## src/rtl/hc595_shift_driver_if.sv

```systemverilog
// Upstream word handshake between the line scanner and the 74HC595 serialiser.
// The scanner holds the master side; the driver holds the slave side.
interface hc595_shift_driver_if #(
    parameter int DATA_WIDTH = 16
);
    logic [DATA_WIDTH-1:0] data_in;
    logic                  data_valid;
    logic                  data_ready;
    logic                  busy;
    logic                  done;

    modport master (
        output data_in, data_valid,
        input  data_ready, busy, done
    );

    modport slave (
        input  data_in, data_valid,
        output data_ready, busy, done
    );
endinterface

```

## src/rtl/hc595_shift_driver.sv

```systemverilog
// Handshaked serialiser for a 74HC595 chain: shifts one word out on SER/SRCLK, then pulses RCLK.
// Every output comes straight from a flop, so the pins are glitch-free and input-independent.
module hc595_shift_driver #(
    parameter int DATA_WIDTH = 16,
    parameter int CLK_DIV    = 4,
    parameter bit MSB_FIRST  = 1'b1
) (
    input  logic                 clk,
    input  logic                 _rst,
    hc595_shift_driver_if.slave  up,
    output logic                 sclk,
    output logic                 rclk,
    output logic                 _srclr,
    output logic                 serial_data
);
    localparam int BIT_W = $clog2(DATA_WIDTH);
    localparam int DIV_W = $clog2(CLK_DIV + 1);
    localparam logic [BIT_W-1:0] BIT_LAST = BIT_W'(DATA_WIDTH - 1);
    localparam logic [DIV_W-1:0] DIV_LAST = DIV_W'(CLK_DIV - 1);

    localparam logic [1:0] S_IDLE  = 2'd0;
    localparam logic [1:0] S_LOW   = 2'd1;
    localparam logic [1:0] S_HIGH  = 2'd2;
    localparam logic [1:0] S_LATCH = 2'd3;

    logic [1:0]            state_q, state_d;
    logic [DIV_W-1:0]      div_q, div_d;
    logic [BIT_W-1:0]      bit_q, bit_d;
    logic [DATA_WIDTH-1:0] shift_q, shift_d;
    logic                  ser_q, ser_d;
    logic                  sclk_q, sclk_d;
    logic                  rclk_q, rclk_d;
    logic                  done_q, done_d;
    logic                  ready_q, ready_d;
    logic                  busy_q, busy_d;
    logic                  srclr_q;
    logic                  tick;

    // The word is pre-shifted so the next bit to send always sits at the same end.
    logic                  first_bit, next_bit;
    logic [DATA_WIDTH-1:0] first_rest, next_rest;

    assign first_bit  = MSB_FIRST ? up.data_in[DATA_WIDTH-1] : up.data_in[0];
    assign first_rest = MSB_FIRST ? (up.data_in << 1) : (up.data_in >> 1);
    assign next_bit   = MSB_FIRST ? shift_q[DATA_WIDTH-1] : shift_q[0];
    assign next_rest  = MSB_FIRST ? (shift_q << 1) : (shift_q >> 1);
    assign tick       = (div_q == DIV_LAST);

    always_comb begin
        // NOTE: every _d takes its hold value first so no path through the case can infer a latch.
        state_d = state_q;
        div_d   = div_q;
        bit_d   = bit_q;
        shift_d = shift_q;
        ser_d   = ser_q;
        sclk_d  = sclk_q;
        rclk_d  = rclk_q;
        done_d  = 1'b0;

        case (state_q)
            S_IDLE: begin
                div_d = '0;
                if (up.data_valid && ready_q) begin
                    state_d = S_LOW;
                    bit_d   = '0;
                    ser_d   = first_bit;
                    shift_d = first_rest;
                end
            end
            S_LOW: begin
                if (tick) begin
                    state_d = S_HIGH;
                    sclk_d  = 1'b1;
                    div_d   = '0;
                end else begin
                    div_d = div_q + 1'b1;
                end
            end
            S_HIGH: begin
                if (tick) begin
                    div_d  = '0;
                    sclk_d = 1'b0;
                    if (bit_q == BIT_LAST) begin
                        state_d = S_LATCH;
                        rclk_d  = 1'b1;
                    end else begin
                        state_d = S_LOW;
                        bit_d   = bit_q + 1'b1;
                        ser_d   = next_bit;
                        shift_d = next_rest;
                    end
                end else begin
                    div_d = div_q + 1'b1;
                end
            end
            S_LATCH: begin
                if (tick) begin
                    state_d = S_IDLE;
                    div_d   = '0;
                    rclk_d  = 1'b0;
                    done_d  = 1'b1;
                end else begin
                    div_d = div_q + 1'b1;
                end
            end
            default: state_d = S_IDLE;
        endcase

        // Registered from the next state so ready is already high in the cycle done pulses.
        ready_d = (state_d == S_IDLE);
        busy_d  = ~ready_d;
    end

    always_ff @(posedge clk or negedge _rst) begin
        if (!_rst) begin
            state_q <= S_IDLE;
            div_q   <= '0;
            bit_q   <= '0;
            shift_q <= '0;
            ser_q   <= 1'b0;
            sclk_q  <= 1'b0;
            rclk_q  <= 1'b0;
            done_q  <= 1'b0;
            ready_q <= 1'b0;
            busy_q  <= 1'b0;
            srclr_q <= 1'b0;
        end else begin
            // NOTE: non-blocking so every flop samples the pre-edge values computed above.
            state_q <= state_d;
            div_q   <= div_d;
            bit_q   <= bit_d;
            shift_q <= shift_d;
            ser_q   <= ser_d;
            sclk_q  <= sclk_d;
            rclk_q  <= rclk_d;
            done_q  <= done_d;
            ready_q <= ready_d;
            busy_q  <= busy_d;
            srclr_q <= 1'b1;
        end
    end

    assign up.data_ready = ready_q;
    assign up.busy       = busy_q;
    assign up.done       = done_q;
    assign sclk          = sclk_q;
    assign rclk          = rclk_q;
    assign _srclr        = srclr_q;
    assign serial_data   = ser_q;
endmodule

```

## src/flat_wrapper.sv

```systemverilog
// flat-port wrapper written by rule: the top's interface ports become plain ports
module hc595_shift_driver_flat 
#(
    parameter int DATA_WIDTH = 16,
    parameter int CLK_DIV    = 4,
    parameter bit MSB_FIRST  = 1'b1
)
  (clk, _rst, sclk, rclk, _srclr, serial_data, up_data_in, up_data_valid, up_data_ready, up_busy, up_done);
  hc595_shift_driver_if #(.DATA_WIDTH(DATA_WIDTH)) up_i ();
  input  logic clk;
  input  logic _rst;
  output logic sclk;
  output logic rclk;
  output logic _srclr;
  output logic serial_data;
  input wire logic [$bits(up_i.data_in)-1:0] up_data_in;
  input wire logic [$bits(up_i.data_valid)-1:0] up_data_valid;
  output wire logic [$bits(up_i.data_ready)-1:0] up_data_ready;
  output wire logic [$bits(up_i.busy)-1:0] up_busy;
  output wire logic [$bits(up_i.done)-1:0] up_done;
  assign up_i.data_in = up_data_in;
  assign up_i.data_valid = up_data_valid;
  assign up_data_ready = up_i.data_ready;
  assign up_busy = up_i.busy;
  assign up_done = up_i.done;
  hc595_shift_driver #(.DATA_WIDTH(DATA_WIDTH), .CLK_DIV(CLK_DIV), .MSB_FIRST(MSB_FIRST)) u_core (.clk(clk), ._rst(_rst), .up(up_i), .sclk(sclk), .rclk(rclk), ._srclr(_srclr), .serial_data(serial_data));
endmodule
```

## config.mk

```make
export PLATFORM = sky130hd
export DESIGN_NAME = hc595_shift_driver_flat
export DESIGN_NICKNAME = d
export VERILOG_FILES = /design/src/rtl/hc595_shift_driver_if.sv /design/src/rtl/hc595_shift_driver.sv /design/src/flat_wrapper.sv
export SDC_FILE = /design/constraint.sdc
export NUM_CORES = 1
export LEC_CHECK = 0
export ABC_CLOCK_PERIOD_IN_PS = 1900
export BUFFER_PORTS_ARGS = -buffer_cell sky130_fd_sc_hd__buf_2
export CORE_MARGIN = 2
export CORE_UTILIZATION = 45
export CTS_CLUSTER_SIZE = 20
export DETAILED_ROUTE_END_ITERATION = 6
export PLACE_DENSITY = 0.78
export SLEW_MARGIN = 0
export SYNTH_ARGS = -nofsm -noshare
export SYNTH_HDL_FRONTEND = slang
export SYNTH_SLANG_ARGS = --single-unit
```

## constraint.sdc

```tcl
create_clock -name clk -period 1.9 [get_ports clk]
set_input_delay 0 -clock clk [delete_from_list [all_inputs] [get_ports clk]]
set_output_delay 0 -clock clk [all_outputs]
set_load 0.05 [all_outputs]
```

### Yosys cells after proc, flatten, opt, wreduce, memory -nomap -nowiden

Index checks and enable logic that the tools add are counted.

* muxes and demuxes: 28
* bitwise operators: 1
* $add $sub $neg: 2
* eq/ne operators: 11
* reductions and logical operators: 10

Operators with widths (number)
* $mux 16: 3
* $pmux 16 s2: 1
* $mux 4: 3
* $mux 2: 5
* $ne 2x1->1 const B: 5
* $mux 1: 9
* $pmux 2 s4: 1
* $pmux 4 s2: 1
* $reduce_and 4->1: 2
* $pmux 1 s2: 3
* $pmux 3 s2: 1
* $reduce_bool 2->1: 3
* $add 4x1->4 const B: 1
* $eq 2x2->1 const B: 2
* $eq 4x4->1 const B: 1
* $logic_not 2->1: 2
* $add 3x1->3 const B: 1
* $eq 3x2->1 const B: 1
* $mux 3: 1
* $reduce_and 3->1: 1
* $reduce_or 3->1: 1
* $eq 2x1->1 const B: 1
* $ne 2x2->1 const B: 1
* $logic_and 1x1->1: 1
* $not 1->1: 1

* output and inout bits: 7
* bits of input ports: 19
* logic and storage cells: 63
* register bits: 32

### Logic depth before layout (Yosys ltp)

* depth in word-level cells: 6
* mapped depth: 6
* depth with buffers taken out: 4

### Worst setup path before layout

OpenSTA, ideal clock, no wires.

* kind: reg-to-reg
* start: register u_core.ready_q (netlist: u_core.up.data_ready)
* end: register u_core.shift_q[10]
* required time: 1.775 ns
* stages on the path, launching flop included: 5
* slack: 0.089 ns
* library setup time: 0.125 ns
* path buffers: 1
* arrival time: 1.686 ns
* period minus slack after synthesis: 1.811 ns
* path through: dfrtp_1 > nand4bb_1 > a22oi_4 > buf_8 > mux2_4

* cells in the longest elaborated chain, start to end: 3

Ends and longest elaborated chain
* start: declaration: RTL line hc595_shift_driver.sv:34 `logic ready_q, ready_d;`
* start signal: assignment: RTL line hc595_shift_driver.sv:137 `ready_q <= ready_d;`
* $logic_and 1x1->1: RTL line hc595_shift_driver.sv:63 `if (up.data_valid && ready_q) begin`
* $ne 2x1->1 (no line)
* $reduce_and 4->1 (no line)
* end signal: assignment: RTL line hc595_shift_driver.sv:132 `shift_q <= shift_d;`
* end: declaration: RTL line hc595_shift_driver.sv:29 `logic [DATA_WIDTH-1:0] shift_q, shift_d;`

Every way passes these cells.
A chain may end at the register's enable or synchronous reset.

### Worst setup path after layout

* start: register u_core.bit_q[0]
* end: register u_core.shift_q[15]

* cells in the longest elaborated chain, start to end: 3

Ends and longest elaborated chain
* start: declaration: RTL line hc595_shift_driver.sv:28 `logic [BIT_W-1:0] bit_q, bit_d;`
* start signal: assignment: RTL line hc595_shift_driver.sv:131 `bit_q <= bit_d;`
* $eq 4x4->1: RTL line hc595_shift_driver.sv:83 `if (bit_q == BIT_LAST) begin`
* $ne 2x2->1 (no line)
* $reduce_and 4->1 (no line)

Every way passes these cells.

==> flow_metrics.env <==
export IMPL_status="finished clean"
export IMPL_maxCapViolCount=0
export IMPL_worstPathArrival_ns=1.95
export IMPL_yosysTopAreaCell="dfrtp_1"
export IMPL_h_tree_depth=2
export IMPL_async_flop_share=1.00
export IMPL_min_period_ns=1.73
export IMPL_r2r_start="u_core.bit_q[0]"
export IMPL_synth_main_ff_cell="dfrtp_1"
export IMPL_finalClockSkew_ns=0.00674
export IMPL_ff2ff_path_depth=5
export IMPL_wire_per_inst_um=13.3
export IMPL_netlist_instances=115
export IMPL_die_area_mm2=0.00392
export IMPL_syn_nets=136
export IMPL_route_vias_total=996
export IMPL_crit_slowest_cell="dfrtp_1"
export IMPL_grt_antenna_before_repair=0
export IMPL_seqPwrFrac=0.571
export IMPL_ant_nets=0
export IMPL_rsz0062_at_grt="no"
export IMPL_r2r_end="u_core.shift_q[15]"
export IMPL_drcViolationCount=0
export IMPL_diodes=0
export IMPL_timing_final_crit_share=0.911
export IMPL_insertion_delay_ns=0.33
export IMPL_num_fill_cells=297
export IMPL_synth_top_area_share=0.502
export IMPL_clock_power_share=0.368
export IMPL_critPathRequiredTime_ns=2.12
export IMPL_hold_path_class="input pin to flop"
export IMPL_gp_congestion=0.809
export IMPL_cp_endpoint="u_core.shift_q[15]"
export IMPL_p_sw_uw=255
export IMPL_synth_area_leaders="dfrtp_1 50%, mux2_2 17%, mux2_4 6.8%"
export IMPL_max_freq_ghz=0.578
export IMPL_cp_depth=5
export IMPL_cp_top_family="flip-flops"
export IMPL_drt_initial_drc_count=12
export IMPL_worst_setup_path_type="flop to flop"
export IMPL_yosys_top_cells_count="31 x dfrtp_1, 24 x mux2_2, 7 x mux2_4, 5 x nand2_1, 5 x o21ai_0"
export IMPL_grt_max_degree=32
export IMPL_peakVddDrop_mv=0.334
export IMPL_cts_sinks=31
export IMPL_ys_ff_latch=31
export IMPL_combPwrFrac=0.060
export IMPL_grt_usage=0.147
export IMPL_area_growth_pct=17.7
export IMPL_slew_headroom=0.549
export IMPL_io_buffer_count=25
export IMPL_fin_hold_ws_ns=0.0224
export IMPL_clk_pin_slew_ns=0.09
export IMPL_p_sw_frac=0.216
export IMPL_cts_tree="yes"
export IMPL_startpoint="u_core.bit_q[0]"
export IMPL_cp_max_fo=19
export IMPL_worstPathCellList="ha_1 -> and3_1 -> a22oi_4 -> buf_12 -> mux2_2"
export IMPL_clockBufferDepth=2
export IMPL_vias_per_cell=5.11
export IMPL_synth_warnings=0
export IMPL_cts_resized=0
export IMPL_wl_um=2580
export IMPL_finalPower_uw=1180
export IMPL_setup_viol=0
export IMPL_critical_path_max_stage_delay_ns=0.43
export IMPL_die_h_um=62.6
export IMPL_multi_input_area_um2=702
export IMPL_crit_path_end_kind="flop"
export IMPL_netlist_area_mm2=0.00155
export IMPL_yosysMostFrequentCell="dfrtp_1"
export IMPL_numCtsBuffers=5
export IMPL_grt_pass1_wl_um=4410
export IMPL_tightestPinTransition_ns=0.676
export IMPL_die_w_um=62.6
export IMPL_p_int_uw=926
export IMPL_fp_row_count=21
export IMPL_fin_nets=169
export IMPL_power_density_mw_per_mm2=650
export IMPL_avgSynthCellArea_um2=13.4
export IMPL_ys_seq_area_frac=0.502
export IMPL_final_layout_size_suffix_gt1_frac=0.483
export IMPL_ys_types=31
export IMPL_maxSlewViolCount=0
export IMPL_root_buffer="clkbuf_4"
export IMPL_cp_start_kind="flop"
export IMPL_synth_edf_count=0
export IMPL_hold_violations=0
export IMPL_p_leak_uw=0.000822
export IMPL_pin_count=26
export IMPL_grt_pass1_vias=978
export IMPL_overflow=0
export IMPL_dp_hpwl_um=1850
export IMPL_firstDrtPassIters=4
export IMPL_worst_path_buf_inv=1
export IMPL_initial_core_util=0.467
export IMPL_core_area_mm2=0.00331
export IMPL_ff2ff_setup_slack_ns=0.17
export IMPL_regArea_um2=776
export IMPL_finalSetupTns_ns=0
-- layer usage --
layer / GRT usage / routed length (µm)
met1: 0.176 / 1140
met2: 0.237 / 1280
met3: 0.0559 / 102
met4: 0.0667 / 57
met5: 0 / 0
-- cells in the final DEF (no fill, tap or decap), drive strengths merged, types with 3 or more instances in the layout --
cell / instances
clkbuf: 8
mux2: 31
nor2: 4
o21ai: 5
buf: 28
dlygate4sd3: 3
a21oi: 3
inv: 3
dfrtp: 31
nand2: 5
-- worst min path at each step --
stage | from | to | slack [ns] | cells after the start
after global routing | up_data_in[6] | u_core.shift_q[7] | 0.002 | 3
after CTS | up_data_in[5] | u_core.shift_q[6] | 0.01 | 3
after global placement | _rst | u_core.up.done | 0.07 | 1
after floorplan | _rst | u_core._srclr | -0.30 | 0
after detailed placement | _rst | u_core.up.done | 0.08 | 1
final | up_data_in[2] | u_core.shift_q[3] | 0.02 | 3
-- power by group through the flow --
stage | Combinational (µW) | Clock (µW) | Sequential, µW
floorplan | 24.9 | 0 | 695
CTS | 72.0 | 450 | 675
global route | 78.9 | 486 | 677
detailed placement | 69.0 | 0 | 688
global placement | 66.1 | 0 | 688
finish | 71.5 | 435 | 675
-- final cells by class --
type	count	share of cell area
clock buffers	8	0.0379
inverters	3	0.00619
multi-input cells	76	0.386
flip-flops and latches	31	0.427
well taps	46	0.0317
repair buffers	31	0.111
-- cells by family (layout without fill, tap and decap cells) --
logic type	after synthesis	after routing	share of synthesized area
other	1	1	0.00243
and+or+nand+nor	25	25	0.109
adders and majority gates	2	2	0.0162
muxes	32	32	0.249
AOI/OAI and AO/OA	16	16	0.0769
buffers and inverters	8	42	0.0437
DFF	31	31	0.502
-- repair_timing --
action | in CTS | in global routing
setup endpoints to repair | 0 | 0
setup buffers | 0 | 0
hold endpoints to repair | 32 | 1
hold buffers | 2 | 1
-- metrics by stage --
| stage | setup slack [ns] | cell area, µm² | std cells | utilization |
|---|---|---|---|---|
| 6_report | 0.169 | 1820 | 195 | 0.549 |
| 4_1_cts | 0.166 | 1810 | 194 | 0.546 |
| 5_1_grt | 0.0983 | 1820 | 195 | 0.549 |
| 3_3_place_gp | 0.229 | 1720 | 184 | 0.519 |
| 3_5_place_dp | 0.175 | 1720 | 184 | 0.519 |
| 2_1_floorplan | 0.0892 | 1550 | 115 | - |
-- flip-flops by register name (all words and copies together), names as in the netlist --
name / cells
u_core.state_q: 2
u_core._srclr: 1
u_core.sclk: 1
u_core.serial_data: 1
u_core.shift_q: 15
u_core.div_q: 3
u_core.rclk: 1
u_core.up.data_ready: 1
u_core.bit_q: 4
u_core.up.busy: 1
u_core.up.done: 1
-- worst reg2reg max path: stages, from the launching register on --
cell	delay, ns
dfrtp_1	0.43
ha_1	0.23
and3_1	0.20
a22oi_4	0.22
buf_12	0.19
mux2_2	0.35
No activity file was read; power rests on OpenSTA's default activity.
